<file path="config.mk">
export PLATFORM = sky130hd
export DESIGN_NAME = instruction_fetch_stage
export DESIGN_NICKNAME = d
export VERILOG_FILES = /design/src/rtl/instruction_fetch_stage.sv
export SDC_FILE = /design/constraint.sdc
export NUM_CORES = 1
export LEC_CHECK = 0
export ABC_AREA = 1
export CORE_MARGIN = 3
export CORE_UTILIZATION = 47
export CTS_CLUSTER_DIAMETER = 150
export CTS_CLUSTER_SIZE = 28
export DETAILED_ROUTE_END_ITERATION = 16
export PLACE_DENSITY = 0.74
export REMOVE_ABC_BUFFERS = 1
export SKIP_LAST_GASP = 1
export SYNTH_ARGS = -nofsm -noshare
export SYNTH_HDL_FRONTEND = slang
export SYNTH_SLANG_ARGS = --single-unit
</file>
<file path="constraint.sdc">
create_clock -name clk_i -period 7.4 [get_ports clk_i]
set_input_delay 2.22 -clock clk_i [delete_from_list [all_inputs] [get_ports clk_i]]
set_output_delay 2.22 -clock clk_i [all_outputs]
set_load 0.01 [all_outputs]
</file>
<file path="src/rtl/instruction_fetch_stage.sv">
// RV32I fetch stage: owns the PC, issues one word fetch at a time over req/gnt/rvalid,
// and holds the IF/ID register (with a one-entry skid buffer) for decode.
module instruction_fetch_stage #(
    parameter logic [31:0] RESET_PC  = 32'h0000_0000,
    parameter logic [31:0] NOP_INSTR = 32'h0000_0013
) (
    input  logic        clk_i,
    input  logic        rst_i,
    input  logic        Stall_i,
    input  logic        Redirect_i,
    input  logic [31:0] Redirect_pc_i,
    output logic        Imem_req_o,
    output logic [31:0] Imem_addr_o,
    input  logic        Imem_gnt_i,
    input  logic        Imem_rvalid_i,
    input  logic [31:0] Imem_rdata_i,
    output logic        Instr_valid_o,
    output logic [31:0] Instr_o,
    output logic [31:0] Pc_o,
    output logic [31:0] Pc_plus4_o
);

    typedef enum logic {S_REQ, S_WAIT} state_t;

    typedef struct packed {
        logic        vld;
        logic [31:0] instr;
        logic [31:0] pc;
    } entry_t;

    state_t      state_q;
    logic [31:0] pc_q;
    logic [31:0] fetch_pc_q;
    logic        drop_q;
    entry_t      ifid_q;
    entry_t      skid_q;

    logic        grant;
    logic        resp;

    // Request is withheld while the skid holds a word, so the skid can never overflow.
    assign Imem_req_o  = (state_q == S_REQ) && !skid_q.vld && !rst_i;
    assign Imem_addr_o = pc_q;
    assign grant       = Imem_req_o && Imem_gnt_i;
    assign resp        = (state_q == S_WAIT) && Imem_rvalid_i;

    assign Instr_valid_o = ifid_q.vld;
    assign Instr_o       = ifid_q.instr;
    assign Pc_o          = ifid_q.pc;
    assign Pc_plus4_o    = ifid_q.pc + 32'd4;

    always_ff @(posedge clk_i or posedge rst_i) begin
        if (rst_i) begin
            state_q      <= S_REQ;
            pc_q         <= RESET_PC;
            fetch_pc_q   <= RESET_PC;
            drop_q       <= 1'b0;
            ifid_q.vld   <= 1'b0;
            ifid_q.instr <= NOP_INSTR;
            ifid_q.pc    <= RESET_PC;
            skid_q.vld   <= 1'b0;
            skid_q.instr <= NOP_INSTR;
            skid_q.pc    <= RESET_PC;
        end else if (Redirect_i) begin
            pc_q         <= {Redirect_pc_i[31:2], 2'b00};
            ifid_q.vld   <= 1'b0;
            ifid_q.instr <= NOP_INSTR;
            skid_q.vld   <= 1'b0;
            if (resp) begin
                state_q <= S_REQ;
                drop_q  <= 1'b0;
            end else if ((state_q == S_WAIT) || grant) begin
                // A fetch is still in flight: swallow its response when it lands.
                state_q <= S_WAIT;
                drop_q  <= 1'b1;
            end
        end else begin
            if (grant) begin
                fetch_pc_q <= pc_q;
                pc_q       <= pc_q + 32'd4;
                state_q    <= S_WAIT;
            end
            if (resp) begin
                state_q <= S_REQ;
                drop_q  <= 1'b0;
            end
            if (resp && !drop_q) begin
                if (!Stall_i || !ifid_q.vld) begin
                    ifid_q.vld   <= 1'b1;
                    ifid_q.instr <= Imem_rdata_i;
                    ifid_q.pc    <= fetch_pc_q;
                end else begin
                    skid_q.vld   <= 1'b1;
                    skid_q.instr <= Imem_rdata_i;
                    skid_q.pc    <= fetch_pc_q;
                end
            end else if (!Stall_i) begin
                if (skid_q.vld) begin
                    ifid_q     <= skid_q;
                    skid_q.vld <= 1'b0;
                end else begin
                    ifid_q.vld   <= 1'b0;
                    ifid_q.instr <= NOP_INSTR;
                end
            end
        end
    end

endmodule

</file>
==> metrics.csv <==
stage,metric,value,unit
final_layout,fin_cells,1788,
sta,maxSlewHeadroom,34.7,%
floorplan,dieArea,22400,um^2
sta,period_needed,5.64,ns
sta,post-route-period-util,76.2,%
clocking,htree_levels,4,
grt,grt_max_degree,74,
setup_path,worst-path-max-fanout,2,
clocking,postCtsSetupBuffers,0,
route,drt-initial-drc-count,696,
sta,fmax,177,MHz
sta,whs,0.465,ns
grt,grt_pass1_vias,8086,
clocking,cts_sinks,188,
grt,grt-ovfl-total,0,
clocking,cts_hold_buffers,0,
floorplan,die_w,150,um
setup_path,critPathKind,in -> out,
route,drt_wl_total,25000,um
synth,syn_inst,1346,
final_layout,area_growth,26.9,%
synth,ys_seq_elements,188,
sta,hold_viol_final,0,
sta,slew_viol_final,0,
synth,ys_types,32,
synth,synth_largest_area_cell,dfrtp_1,
synth,ys_warn_count,0,
place,dp_cells,1756,
grt,grtUsageTotal,22.7,%
place,port_buffers,191,
setup_path,start_kind,primary input,
clocking,cts_max_path_buffers,2,
sta,rsz0062_at_grt,no,
floorplan,die_h,150,um
place,dpl.hpwl,18000,um
sta,setup_violations,0,
synth,avgSynthCellArea,7.22,um^2
hold_path,min_path_type,reg -> reg,
final_layout,diodes,0,
final_layout,final_util,61.9,%
clocking,root_buffer,clkbuf_16,
route,dr_total_vias,8811,
grt,antenna_found_initial,0,
run_status,outcome,"finished, final reports clean",
sta,fin_skew,0.0122,ns
setup_path,cp-end-kind,primary output,
job,drv_cap,0,
synth,ys_seq_area_share,48.5,%
clocking,cts_made_buffers,17,
clocking,clock_latency,0.43,ns
synth,synth_area_leaders,"dfrtp_1, nand2_1, o21ai_0",
sta,worst_pin_slew,0.977,ns
synth,syn_area,9710,um^2
route,routed_via_density,4.93,
pwr,p_leak,5.81,nW
clocking,cts_resized,0,
floorplan,design.core.area,19900,um^2
route,dr.pass1.iters,5,
clocking,clk_pin_slew,0.07,ns
route,drtAntennaViolNets,0,
synth,synth_top_area_share,46.9,%
grt,grt_first_pass_wirelength,40900,um
place,gp_congestion,0.926,
clocking,tritoncts,yes,
pwr,ir_worst_vdd,0.156,mV
route,drt-wirelength-per-cell,14.0,um
floorplan,initial_core_util,48.8,%
floorplan,row_count,51,
setup_path,crit_arrival,3.42,ns
pwr,power_density,236,nW/um^2
final_layout,drive_above_1_share,3.87,%
route,drc,0,
floorplan,pin_count,200,
setup_path,required,5.18,ns
final_layout,finalNetCount,1582,
where the power goes:
part           internal, W  switching [W]
Combinational     0.000336       0.000356
Sequential         0.00116       0.000127
Clock             0.000517       0.000411
Total              0.00202       0.000895
cells by family (layout without fill, tap and decap cells):
logic type / count (synthesis) / count (layout) / share of synthesized area (%)
flops: 188 / 188 / 48.5
xor+xnor: 22 / 22 / 1.98
buf+inv: 208 / 380 / 9.08
other cells: 1 / 6 / 0.0386
fa+ha+maj: 2 / 2 / 0.258
simple gates: 723 / 723 / 29.5
compound gates: 202 / 202 / 10.6
cells in the final DEF (no fill, tap or decap), drive strengths merged, types with 2 or more instances in the layout:
cell,count
clkinv,3
ha,2
o211ai,4
nor3,2
bufinv,2
nand3b,8
nand4,3
nor2,162
nand2,481
clkdlybuf4s50,191
buf,10
a21oi,56
dfrtp,182
or2,2
o21ai,141
clkbuf,19
dfstp,6
xor2,19
nand3,64
conb,6
xnor2,3
inv,154
state kept, by name (all words and copies together) (netlist names):
signal and count:
Imem_addr_o 30, Pc_o 30, skid_q 63, Instr_o 32, state_q 1, Instr_valid_o 1
drop_q 1, fetch_pc_q 30
layout make-up:
cell class,count,area (um^2)
clock buffer,19,443
clock inverter,13,154
fill,1834,7580
inverter,147,557
multi-input combinational,955,4140
sequential,188,4710
tap,265,332
timing repair buffer,201,1990
per-layer routing:
layer	wire length, um	track usage (%)	share of wire [%]
met1	11700	32.6	47
met2	11300	35.2	45
met3	1310	3.94	5.2
met4	628	7.59	2.5
met5	0	0	0
Yosys cell counts:
master / instances
dfstp_2: 6
nand2_1: 480
nand3_1: 63
nor3_1: 2
inv_1: 143
nand3_4: 1
clkbuf_1: 24
ha_1: 2
xnor2_1: 3
buf_1: 1
buf_6: 5
nand3b_1: 8
inv_2: 4
clkbuf_2: 2
buf_2: 19
dfrtp_1: 182
nand4_2: 1
conb_1: 1
or2_1: 2
a31oi_1: 1
o21ai_0: 124
buf_4: 10
xor2_1: 19
a21oi_1: 56
o21ai_1: 15
and2_1: 1
o21ai_2: 2
nand4_1: 2
nand2_2: 1
o211ai_1: 4
nor2_2: 2
nor2_1: 160
critical path: stages:
cell             delay [ns]
clkdlybuf4s50_1        0.48
nor3_1                 0.16
clkdlybuf4s50_1        0.56
final timing paths:
path                       startpoint     endpoint  slack [ns]  depth (start not counted)
setup / recovery                rst_i   Imem_req_o        1.76                          3
hold / removal             Instr_o[4]   Instr_o[4]        0.47                          2
setup reg to reg              state_q  Instr_o[13]        4.59                          9
hold reg to reg            Instr_o[4]   Instr_o[4]        0.47                          2
max in group asynchronous       rst_i     Pc_o[22]        3.07                          4
min in group asynchronous       rst_i  Instr_o[21]        2.29                          2
through the flow:
stage	worst slack, ns	area (um^2)	power, W	TNS, ns
2_1_floorplan	-1.80	9400	0.00160	-91.06
6_report	1.76	12300	0.00291	0
5_1_grt	1.72	12300	0.00307	0
3_3_place_gp	1.76	11700	0.00199	0
4_1_cts	1.75	12300	0.00293	0
3_5_place_dp	1.75	11700	0.00200	0
Power figures use the tool's default switching activity.
